<file path="config.mk">
export PLATFORM = sky130hd
export DESIGN_NAME = dcache_wb
export DESIGN_NICKNAME = d
export VERILOG_FILES = /design/src/rtl/dcache_wb.sv
export SDC_FILE = /design/constraint.sdc
export NUM_CORES = 1
export LEC_CHECK = 0
export CAP_MARGIN = 20
export CORE_AREA = 4 4 282 284
export DETAILED_ROUTE_END_ITERATION = 10
export DIE_AREA = 0 0 286 288
export GPL_TIMING_DRIVEN = 0
export PLACE_DENSITY_LB_ADDON = 0.2
export SYNTH_ARGS = -nofsm -noshare
export SYNTH_HDL_FRONTEND = slang
export SYNTH_SLANG_ARGS = --single-unit
</file>
<file path="constraint.sdc">
create_clock -name clk -period 32.9 [get_ports clk]
set_input_delay 4.935 -clock clk [delete_from_list [all_inputs] [get_ports clk]]
set_output_delay 4.935 -clock clk [all_outputs]
set_load 0.05 [all_outputs]
</file>
<file path="src/rtl/dcache_wb.sv">
// Direct-mapped write-back/write-allocate D-cache; hit = 0 stall cycles, miss = controller latency + 2.
// Backpressure: cpu_stall holds the core; mem_req and all mem_* outputs stay stable until mem_read_ready.
module dcache_wb #(
    parameter int NUM_LINES = 4
) (
    input  logic         clk,
    input  logic         reset,
    input  logic         cpu_req,
    input  logic         cpu_we,
    input  logic         cpu_byte,
    input  logic [31:0]  cpu_addr,
    input  logic [31:0]  cpu_wdata,
    output logic [31:0]  cpu_rdata,
    output logic         cpu_stall,
    output logic         mem_req,
    output logic         mem_req_write,
    output logic [25:0]  mem_read_addr,
    output logic [25:0]  mem_write_addr,
    output logic [127:0] mem_write_data,
    input  logic [127:0] mem_read_data,
    input  logic         mem_read_ready,
    input  logic         mem_write_ack
);
    localparam int IDX_W = $clog2(NUM_LINES);
    localparam int TAG_W = 32 - 4 - IDX_W;

    typedef enum logic [1:0] {IDLE, MISS_WAIT, REPLAY} state_t;

    state_t               state;
    logic [NUM_LINES-1:0] valid;
    logic [NUM_LINES-1:0] dirty;
    logic [TAG_W-1:0]     tag_arr  [NUM_LINES];
    logic [127:0]         data_arr [NUM_LINES];
    logic [31:0]          rdata_q;

    logic [IDX_W-1:0] idx;
    logic [TAG_W-1:0] tag;
    logic             hit;
    logic             do_access;
    logic             do_miss;
    logic             do_fill;
    logic [127:0]     cur_line;
    logic [127:0]     line_wr;
    logic [31:0]      ld_word;
    logic [31:0]      ld_val;
    logic             unused_ack;

    // The write ack carries no state: the victim rides along with the refill.
    assign unused_ack = mem_write_ack;

    assign idx       = cpu_addr[4 +: IDX_W];
    assign tag       = cpu_addr[31 -: TAG_W];
    assign hit       = valid[idx] && (tag_arr[idx] == tag);
    assign do_miss   = (state == IDLE) && cpu_req && !hit;
    assign do_access = ((state == IDLE) && cpu_req && hit) || (state == REPLAY);
    assign do_fill   = (state == MISS_WAIT) && mem_read_ready;

    assign cur_line = data_arr[idx];
    assign ld_word  = cur_line[{cpu_addr[3:2], 5'b0} +: 32];

    always_comb begin
        ld_val  = cpu_byte ? {24'b0, ld_word[{cpu_addr[1:0], 3'b0} +: 8]} : ld_word;
        line_wr = cur_line;
        if (cpu_byte) begin
            line_wr[{cpu_addr[3:0], 3'b0} +: 8] = cpu_wdata[7:0];
        end else begin
            line_wr[{cpu_addr[3:2], 5'b0} +: 32] = cpu_wdata;
        end
    end

    assign cpu_stall = do_miss || (state == MISS_WAIT);
    assign cpu_rdata = (do_access && !cpu_we) ? ld_val : rdata_q;

    // Line payload and tags need no reset; valid bits gate their use.
    always_ff @(posedge clk) begin
        if (do_fill) begin
            data_arr[idx] <= mem_read_data;
            tag_arr[idx]  <= tag;
        end else if (do_access && cpu_we) begin
            data_arr[idx] <= line_wr;
        end
    end

    always_ff @(posedge clk) begin
        if (!reset) begin
            state          <= IDLE;
            valid          <= '0;
            dirty          <= '0;
            rdata_q        <= '0;
            mem_req        <= 1'b0;
            mem_req_write  <= 1'b0;
            mem_read_addr  <= '0;
            mem_write_addr <= '0;
            mem_write_data <= '0;
        end else begin
            case (state)
                IDLE: begin
                    if (do_miss) begin
                        state          <= MISS_WAIT;
                        mem_req        <= 1'b1;
                        mem_req_write  <= valid[idx] && dirty[idx];
                        mem_read_addr  <= cpu_addr[29:4];
                        mem_write_addr <= 26'({tag_arr[idx], idx});
                        mem_write_data <= cur_line;
                    end
                end
                MISS_WAIT: begin
                    if (mem_read_ready) begin
                        state         <= REPLAY;
                        mem_req       <= 1'b0;
                        mem_req_write <= 1'b0;
                        valid[idx]    <= 1'b1;
                        dirty[idx]    <= 1'b0;
                    end
                end
                REPLAY:  state <= IDLE;
                default: state <= IDLE;
            endcase
            // Hits and the replay share one path; a replayed store re-dirties the fresh line.
            if (do_access) begin
                if (cpu_we) begin
                    dirty[idx] <= 1'b1;
                end else begin
                    rdata_q <= ld_val;
                end
            end
        end
    end
endmodule

</file>
### Word level (Yosys, flattened, before mapping)

Memory sizes are Yosys's and may differ from the RTL's.
Index checks and enable logic that the tools add are counted.

* flip-flop bits (word level): 224
* RAM bits: 616
* bits of input ports: 199
* output and inout port bits: 215
* logic and storage cells: 82
* memories kept: 2

* add/sub/neg operators: 2
* $lt $le $gt $ge: 2
* eq/ne operators: 5
* shifts and indexed selects: 6
* multiplexer cells: 30
* bitwise operators: 6
* reduce and logical (&&, ||, !) cells: 20

Memories
* data_arr: depth 4, width 128, rd ports 1, clocked after Yosys merged registers in 0, write ports 1, RTL line 33 `logic [127:0] data_arr [NUM_LINES];`
* tag_arr: depth 4, width 26, rd ports 1, clocked after Yosys merged registers in 0, write ports 1, RTL line 32 `logic [TAG_W-1:0] tag_arr [NUM_LINES];`

Operator list (number)
* $bwmux 128: 2
* $mux 128: 2
* $shift 32x9->128 const A: 1
* $shift 8x9->128 const A: 1
* $shiftx 128x8->32: 1
* $shiftx 32x9->128: 1
* $shiftx 8x9->128: 1
* $mux 32: 2
* $shiftx 32x6->8: 1
* $eq 26x26->1: 1
* $mux 4: 5
* $neg 7->9: 2
* $mux 1: 11
* $logic_and 1x1->1: 9
* $or 4x4->4: 2
* $reduce_and 2->1: 4
* $and 4x4->4: 1
* $bmux 1 s2: 2
* $mux 2: 2
* $ne 2x2->1 const B: 2
* $not 4->4: 1
* $pmux 1 s2: 2
* $pmux 2 s2: 1
* $lt 2x3->1 const B: 1
* other kinds (11): 13

### Depth between registers and ports, before layout

Gate-level depths: netlist (run 1).

* word-level depth: 12
* mapped depth: 13
* depth with buffers taken out: 9

### Least setup slack after synthesis (run 1)

No wires, ideal clock.

* path type: in2reg
* from: input cpu_addr[5]
* to: memory data_arr[0][0], enable pin
* library setup time: 804 ps
* data arrival time: 16122 ps
* data required time: 32096 ps
* slack: 15974 ps
* stages on the path: 12
* buffers on the path: 5
* cells stage by stage: buf_2 > buf_6 > buf_4 > mux2i_1 > mux2i_1 > nand4_1 > nor4b_1 > and4_4 > buf_6 > buf_6 > a31oi_2 > a211oi_1

* word-level cells in the longest chain between the ends: 10
* elaborated cells on any way between the ends: 12
* those cells by class: 1 x eq/ne; 5 x mux; 1 x bitwise; 4 x reduce/logical; 1 x memory

Ends and longest elaborated chain
* from (decl): RTL line 11 `input logic [31:0] cpu_addr,`
* $mem_v2 4x26 / $bmux 1 s2 (equally long branches)
* $eq 26x26->1 / $mux 1 (equally long branches): RTL line 53 `assign hit = valid[idx] && (tag_arr[idx] == tag);`
* $logic_and 1x1->1: RTL line 53
* $logic_and 1x1->1: RTL line 55 `assign do_access = ((state == IDLE) && cpu_req && hit) || (state == REPLAY);`
* $logic_or 1x1->1: RTL line 55
* $logic_and 1x1->1: RTL line 79 `end else if (do_access && cpu_we) begin`
* $mux 1: RTL line 79
* $mux 1: RTL line 76 `if (do_fill) begin`
* $mux 1 (not written as such): RTL line 80 `data_arr[idx] <= line_wr;`
* $or 1x1->1 (no source line)
* to (decl): RTL line 33

Several ways; a longest one is shown, not always the timed one. The select of a mux whose other input is x is not followed.

### Final worst setup path (run 1)

* from: input cpu_addr[5]
* to: output cpu_rdata[7]

* word-level cells in the longest chain between the ends: 7
* elaborated cells on any way between the ends: 13
* those cells by class: 1 x eq/ne; 2 x shift; 4 x mux; 4 x reduce/logical; 2 x memory

Ends and longest elaborated chain
* branches (longest 6 deep; another with $mem_v2 4x128)
* $mux 32 *: RTL line 72 `assign cpu_rdata = (do_access && !cpu_we) ? ld_val : rdata_q;`
* to (decl): RTL line 13 `output logic [31:0] cpu_rdata,`

Mark *: on every way between the ends. The select of a mux whose other input is x is not followed.

==> impl_metrics.ini, run 1 <==
[status]
status = completed

[synth]
synth_top_cell_area_share_pct = 48.4
synthesis.area_mm2 = 0.0382
yosysUniqueCellTypes = 61
syn_avg_cell_area_um2 = 13.8
async_flop_share_pct = 0
seq_area_frac_synth_pct = 60.0
synth_commonest_cells = edfxtp_1, a21oi_1, dfxtp_1, nand3_1, o21ai_0
ys_warn_count = 0
yosysTopAreaCell = edfxtp_1
synth_flop_cell = edfxtp_1
ys_ff_latch = 838
synth_edf_count = 616
synthCells = 2775
synth_area_leaders = edfxtp_1, dfxtp_1, mux4_2
yosys.cell_count.top_type = edfxtp_1
syn_nets = 2982

[placement]
gp_congestion = 0.963
io_buffers = 411
dpl.hpwl_um = 114000
dp.cells = 4267

[final_layout]
final_util_pct = 61.6
layout.nets = 3527
regArea_mm2 = 0.0229
drive_above_1_share_pct = 13.8
multi_input_area_mm2 = 0.0141
area_growth_pct = 24.2
final_cells = 4438
fill_cells = 6000

[route]
final_antenna_net_count = 0
drc = 0
via_per_inst = 6.60
vias = 29300
post_drt_wl_per_cell_um = 33.9
drtIter0Drc = 3727
first_pass_iters = 6
wl_um = 150000

[timing]
fin_crit_sh_pct = 46.3
grt_setup_unrepaired = false
finalSetupViolCount = 0
final_max_slew_viol_count = 0
fin_skew_ns = 0.0311
fin_crit_ns = 15.22
fin_setup_tns_ns = 0
slew-limit-headroom_pct = 18.1
finalHoldViolCount = 0
tightest_slew_ns = 1.22
fmax_mhz = 65.7

[clock_tree]
numCtsBuffers = 88
clk_latency_ns = 0.66
clock_sinks = 838
cts_buffer_depth = 3
cts.hold.buffers_added = 0
cts_resized = 0
clockRootBuffer = clkbuf_16
ctsHtreeMaxLevel = 3
cts.clk_slew.worst_paths_ns = 0.06
postCtsSetupBuffers = 0
cts_tree = yes

[critical_path]
worst_setup_path_start_kind = input pin
arrival_ns = 10.29
path_class = in -> out
crit_fanout = 10
worst_ep_required_time_ns = 27.96
end_kind = primary output

[grt]
grt_pass1_wl_um = 209000
antenna_found_initial = 8
grt_max_degree = 24
grt.total_usage_pct = 35.7
first_global_vias = 28800
grt-ovfl-total = 0

[pwr]
p_leak_nw = 15.8
cellPowerDensity_mw_per_mm2 = 53.5
irDropWorstVdd_uv = 46.3

[die]
dieArea_mm2 = 0.0824
die_w_um = 286
rows = 102
ios = 414
initial_core_util_pct = 49.6
core-area_mm2 = 0.0771
die_h_um = 288

[hold_path]
hp-class = reg -> reg

[job]
cap_viol_max_count = 0
[metal layers]
metal  wire length [µm]  vias to the layer above  global-route usage (%)
met5                 61                        -                       0
met1              54500                    14800                    45.5
li1                   -                    12100                       -
met2              70300                     1996                    57.4
met4               8990                       10                    17.0
met3              16600                      430                    9.24
[layout by cell type, fill, tap and decap left out, drive strengths merged, types with 8 or more instances in the layout]
master / instances
dfxtp: 222
and2: 9
mux4: 172
a22o: 8
mux2: 162
o21ai: 181
nand3: 196
a221oi: 128
edfxtp: 616
a31oi: 39
xnor2: 18
ha: 8
clkbuf: 293
and3: 11
nor3: 14
inv: 17
clkdlybuf4s50: 411
mux2i: 145
buf: 129
nor2b: 28
a22oi: 25
clkinv: 24
nand2: 157
nand3b: 9
a21oi: 276
nand4: 8
nor2: 32
[metrics by stage]
step	setup slack (ns)	hold slack [ns]	power (W)	area (µm²)
after floorplan	15.97	0.432	0.00140	38200
after global placement	5.73	0.442	0.00155	43700
after detailed placement	17.72	0.448	0.00156	44500
after CTS	17.72	0.465	0.00254	47400
after global routing	17.63	0.482	0.00260	47500
final	17.68	0.463	0.00254	47500
[worst paths after layout]
path              slack, ns     startpoint  depth (start not counted)               to
setup / recovery      17.68    cpu_addr[5]                         13     cpu_rdata[7]
hold / removal         0.46    rdata_q[26]                          2      rdata_q[26]
setup reg to reg      27.91  tag_arr[3][8]                         14  data_arr[0][84]
hold reg to reg        0.46    rdata_q[26]                          2      rdata_q[26]
[layout make-up]
class / instances / share of cell area, %
Antenna cell: 3 / 0.0158
Buffer: 253 / 2.60
Clock buffer: 125 / 5.32
Clock inverter: 40 / 0.777
Inverter: 10 / 0.0791
Multi-Input combinational cell: 1674 / 29.7
Sequential cell: 838 / 48.3
Tap cell: 1040 / 2.74
Timing Repair Buffer: 455 / 10.4
[flip-flops by register name (all words and copies together) (netlist names)]
register and flops:
data_arr 512, mem_write_data 128, tag_arr 104, rdata_q 32, mem_read_addr 26, mem_write_addr 24
dirty 4, valid 4, state 2, mem_req 1, mem_req_write 1
[where the power goes]
part | switching [W] | internal [W] | total, W
logic | 0.000242 | 0.000126 | 0.000368
clock network | 0.000423 | 0.000570 | 0.000994
registers | 0.0000134 | 0.00116 | 0.00118
total | 0.000679 | 0.00186 | 0.00254
[cells by family after synthesis]
| group | Yosys count | share of synthesized area, % |
|---|---|---|
| mux | 479 | 19.0 |
| flops | 838 | 60.0 |
| fa+ha+maj | 8 | 0.262 |
| compound gates | 672 | 10.6 |
| xor+xnor | 23 | 0.527 |
| simple gates | 492 | 6.32 |
| buf+inv | 263 | 3.32 |
[critical path: stages]
cell             delay, ns
clkdlybuf4s50_1       0.50
buf_2                 0.34
buf_6                 0.23
buf_4                 0.29
buf_2                 0.47
buf_2                 0.56
clkbuf_1              0.59
mux4_2                0.54
a22oi_1               0.22
a22o_1                0.30
nand3_1               0.20
mux2_4                0.30
clkdlybuf4s50_1       0.77
(Power assumes the default switching activity.)
==> run 2, diff against run 1 <==
==> constraint.sdc (replaced) <==
create_clock -name clk -period 13.53 [get_ports clk]
set_input_delay 2.0295 -clock clk [delete_from_list [all_inputs] [get_ports clk]]
set_output_delay 2.0295 -clock clk [all_outputs]
set_load 0.05 [all_outputs]
==> run 2 against run 1 <==
Net effect: final area up 0.21%; global-route usage decreased by 0.28 points; sequential power rose by 140%; worst hold slack got worse by 0.0030 ns; first-iteration DRC count is 2.4% higher; sequential cell count unchanged; power is 150% higher; highest routed layer unchanged.
==> impl_metrics.ini, run 2 (synthesis gave the netlist of run 1 again) <==
[status]
status = completed

[die]
rows = 102
die_w_um = 286
initial_core_util_pct = 49.6
dieArea_mm2 = 0.0824
core-area_mm2 = 0.0771
die_h_um = 288
ios = 414

[critical_path]
crit-reg2reg-capture = data_arr[3][58]
cpMostUsedCell = buf_2
crit_chain = clkdlybuf4s50_1 > buf_2 > buf_6 > buf_4 > buf_2 > buf_2 > clkbuf_1 > mux4_2 > a22oi_1 > a22o_1 > nand3_1 > mux2_2 > clkdlybuf4s50_1
arrival_ns = 7.47
reg2reg_from = tag_arr[3][8]
worst_ep_required_time_ns = 11.50
path_class = in -> out
crit_start = cpu_addr[5]
cp_slowest_cell = clkdlybuf4s50_1
crit_fanout = 10
r2r_cells = 13
cpPeakStageDelay_ns = 0.76
worst_setup_path_start_kind = input pin
end_kind = primary output
reg2reg_slack_ns = 8.14
crit_end = cpu_rdata[6]

[timing]
fin_crit_ns = 9.50
fin_crit_sh_pct = 70.2
hold_slack_ns = 0.460
final_max_slew_viol_count = 0
slew-limit-headroom_pct = 16.8
finalHoldViolCount = 0
finalSetupViolCount = 0
tightest_slew_ns = 1.25
grt_setup_unrepaired = false
setup_ws_ns = 4.03
fin_skew_ns = 0.0305
fmax_mhz = 105

[clock_tree]
postCtsSetupBuffers = 0
clock_sinks = 838
cts.hold.buffers_added = 0
numCtsBuffers = 89
cts.clk_slew.worst_paths_ns = 0.07
clockRootBuffer = clkbuf_16
cts_buffer_depth = 3
cts_resized = 0
cts_tree = yes
clk_latency_ns = 0.66
ctsHtreeMaxLevel = 3

[final_layout]
final_util_pct = 61.7
area_growth_pct = 24.4
drive_above_1_share_pct = 14.0
regArea_mm2 = 0.0229
fill_cells = 5938
layout.nets = 3527
largest_reg_flops = 512
final_cell_mix = edfxtp_1, clkdlybuf4s50_1, a21oi_1
largest_register = data_arr
reg.largest.list = data_arr x512, mem_write_data x128, tag_arr x104
final_cells = 4437
layout_commonest_cell = edfxtp_1
multi_input_area_mm2 = 0.0141

[placement]
dp.cells = 4265
gp_congestion = 0.970
io_buffers = 411
place_ws_ns = 4.16
dpl.hpwl_um = 114000

[hold_path]
hp-class = reg -> reg

[pwr]
intPower_w = 0.00459
cellPowerDensity_mw_per_mm2 = 132
switching_share_pct = 26.8
power.share.sequential_pct = 45.6
irDropWorstVdd_uv = 130
combPwrFrac_pct = 14.3
p_clk_share_pct = 40.1
p_switching_w = 0.00168
p_leak_nw = 15.9

[grt]
grt_max_degree = 25
grt.total_usage_pct = 35.4
grt.met2_usage_pct = 57.5
top_usage_layer = met2
antenna_found_initial = 7
grtUsageMet1_pct = 45.0
grt_pass1_wl_um = 208000
use_met3_pct = 9.47
grt-ovfl-total = 0
first_global_vias = 28600

[route]
first_pass_iters = 6
via_per_inst = 6.60
vias = 29300
drc = 0
final_antenna_net_count = 0
wl_um = 150000
post_drt_wl_per_cell_um = 33.8
drtIter0Drc = 3818

[job]
cap_viol_max_count = 0
## run 2: cell types whose count changed in the layout (fill, tap and decap cells not counted), moves of 2 or more
cell        change
buf_16          -2
clkinvlp_4      +2
clkinv_2        +3
clkbuf_8        -5
clkbuf_1       -15
bufinv_16       +5
clkinv_1        +8
## run 2: layer usage
layer	up-vias	wire, µm	part of all wire (%)
met3	407	16000	11
li1	12100	-	-
met4	8	8050	5.4
met5	-	57	0.038
met1	14800	55200	37
met2	1994	70700	47
## run 2: cell type report
cell class	instances	area share, %
buffer	253	2.60
clock buffer	106	5.09
timing repair buffer	454	10.4
sequential	838	48.2
tap	1040	2.74
clock inverter	60	1.26
antenna	2	0.0105
inverter	10	0.0789
multi-input combinational	1674	29.6
## run 2: worst min-delay path by stage
| stage | start | to | cells after the start | slack [ns] |
|---|---|---|---|---|
| global route | rdata_q[12] | rdata_q[12] | 2 | 0.49 |
| finish | rdata_q[12] | rdata_q[12] | 2 | 0.46 |
| CTS | rdata_q[29] | rdata_q[29] | 2 | 0.46 |
| floorplan | valid[1] | valid[1] | 2 | 0.43 |
| detailed placement | dirty[2] | dirty[2] | 2 | 0.45 |
| global placement | rdata_q[7] | rdata_q[7] | 2 | 0.44 |
## run 2: power groups by stage
| stage | Sequential, W | Clock [W] | Combinational (W) |
|---|---|---|---|
| floorplan | 0.00303 | 0 | 0.000366 |
| global placement | 0.00292 | 0 | 0.000847 |
| detailed placement | 0.00291 | 0 | 0.000875 |
| CTS | 0.00286 | 0.00253 | 0.000878 |
| global route | 0.00286 | 0.00264 | 0.000924 |
| finish | 0.00286 | 0.00252 | 0.000897 |
## run 2: worst max-delay path: cells and delay by family
| family | cells | cell delay [ns] |
|---|---|---|
| AOI/OAI and AO/OA | 2 | 0.54 |
| buffers and inverters | 8 | 3.81 |
| muxes | 2 | 0.85 |
| and+or+nand+nor | 1 | 0.18 |
## run 2: stage by stage
step | setup TNS, ns | total power (W) | area [µm²]
2_1_floorplan | 0 | 0.00340 | 38200
3_3_place_gp | -2176.98 | 0.00377 | 43700
3_5_place_dp | 0 | 0.00379 | 44500
4_1_cts | 0 | 0.00627 | 47500
5_1_grt | 0 | 0.00642 | 47600
6_report | 0 | 0.00627 | 47600
==> patch: new RTL, settings of run 2 <==
Change the parameter `NUM_LINES` from 4 to 2.
--- a/src/rtl/dcache_wb.sv
+++ b/src/rtl/dcache_wb.sv
@@ -1,7 +1,7 @@
 // Direct-mapped write-back/write-allocate D-cache; hit = 0 stall cycles, miss = controller latency + 2.
 // Backpressure: cpu_stall holds the core; mem_req and all mem_* outputs stay stable until mem_read_ready.
 module dcache_wb #(
-    parameter int NUM_LINES = 4
+    parameter int NUM_LINES = 2
 ) (
     input  logic         clk,
     input  logic         reset,
Behaviour: not the same (a bounded check fails within 4 cycles, from zero or initial values and one cycle with reset low).
==> patch against run 2 <==
Setup slack improved by 1100 ps; cell area down 29%; fmax increased by 14%; area after synthesis down 32%; sequential share of layout area down 7.9 points; highest routed layer unchanged; count of clock-buffer cells in the layout down 20; wire length down 24%; largest cell class unchanged; hold slack got worse by 16 ps; sequential cell count shrank 309; sequential power fell by 36%; power shrank 31%.
==> patch: results (changes against run 2) <==
stage,metric,value,unit,change
placed_design,placed_cells,3899,,-8.6%
cts,clock_latency,640,ps,-20 ps
synth,yosysUniqueCellTypes,56,,-8.2%
setup_path,worstPathArrival,6330,ps,-1140 ps
placed_design,place_worst_setup_slack,5160,ps,+1000 ps
finish,drive_gt1_share,9.22,%,-4.8 points
synth,synth_edf_count,310,,-50%
drt,wl_per_cell,28.4,um,-16%
min_path,whs_endpoint,rdata_q[2],,
finish,final_cells,4013,,-9.6%
placed_design,placed_area,31900,um^2,-28%
placed_design,post-dp-hpwl,87300,um,-23%
finish,fin_nets,3129,,-11%
sta,max_slew_margin,24.5,%,+7.7 points
synth,yosysSeqAreaShare,52.4,%,-7.6 points
outcome,outcome,"finished, final reports clean",,
grt,grt_pass1_wl,159000,um,-24%
grt,grt_pass1_vias,22400,,-22%
sta,fin_skew,36.6,ps,+6.11 ps
cts,numCtsBuffers,58,,-35%
grt,grtUsageTotal,26.4,%,-9.0 points
power,intPower,3020,uW,-34%
drt,dr_wl_met2,52800,um,-25%
power,vdd_drop_max,0.000113,V,-13%
setup_path,r2r_slack,9010,ps,+870 ps
synth,synth.mux.area_fraction,15.5,%,-3.5 points
sta,whs,444,ps,-16.1 ps
setup_path,ff2ff_path_depth,14,,+1
power,power_frac_seq,42.2,%,-3.4 points
synth,post_synth_xor_area_fraction,1.00,%,+0.48 points
synth,synth_fa_ha_area_share,0.383,%,+0.12 points
drt,vias_per_cell,5.72,,-13%
synth,netlist_top_cells_count,"edfxtp_1, nor2_1, a211oi_1",,
[patch: final cells by class]
cell class	count	area [um^2]
diodes	1	2.50
plain buffers	227	1130
clock buffers	86	1690
clock inverters	24	290
fillers	7326	43100
inverters	40	150
multi-input cells	1638	11200
flip-flops and latches	529	13700
well taps	1040	1300
repair buffers	428	4490
[patch: logic make-up (layout without fill, tap and decap cells)]
kind of cell    after synthesis  count (layout)
compound gates              639             639
simple gates                613             613
flops                       529             529
mux                         348             348
buf+inv                     267             805
xor+xnor                     30              30
fa+ha+maj                     8               8
other cells                   0               1
[patch: layer usage]
metal  vias up  track usage (%)
met5         -                0
met4         4             8.84
met3       240             5.17
met2      1313             43.5
met1     11300             35.0
li1      10000                -
[patch: worst max path at each step]
stage                startpoint              end  slack (ps)
finish              cpu_addr[3]     cpu_rdata[5]        5170
global route        cpu_addr[3]     cpu_rdata[1]        5050
CTS                 cpu_addr[3]     cpu_rdata[5]        5160
detailed placement  cpu_addr[3]     cpu_rdata[5]        5160
global placement    cpu_addr[4]  data_arr[1][81]       -3100
floorplan           cpu_addr[4]   data_arr[0][0]        2820
[patch: worst max-delay path: stages]
cell and delay (ps):
clkdlybuf4s50_1 550, inv_2 200, buf_1 760, mux4_2 770, nand3_1 150, nor2_1 50
or3_1 350, o21ai_0 510, clkdlybuf4s50_1 920
[patch: power groups by stage]
stage | Clock [uW] | Sequential [uW] | Combinational, uW
5_1_grt | 1740 | 1830 | 880
6_report | 1650 | 1820 | 842
3_5_place_dp | 0 | 1860 | 830
3_3_place_gp | 0 | 1870 | 809
2_1_floorplan | 0 | 2000 | 314
4_1_cts | 1670 | 1820 | 833
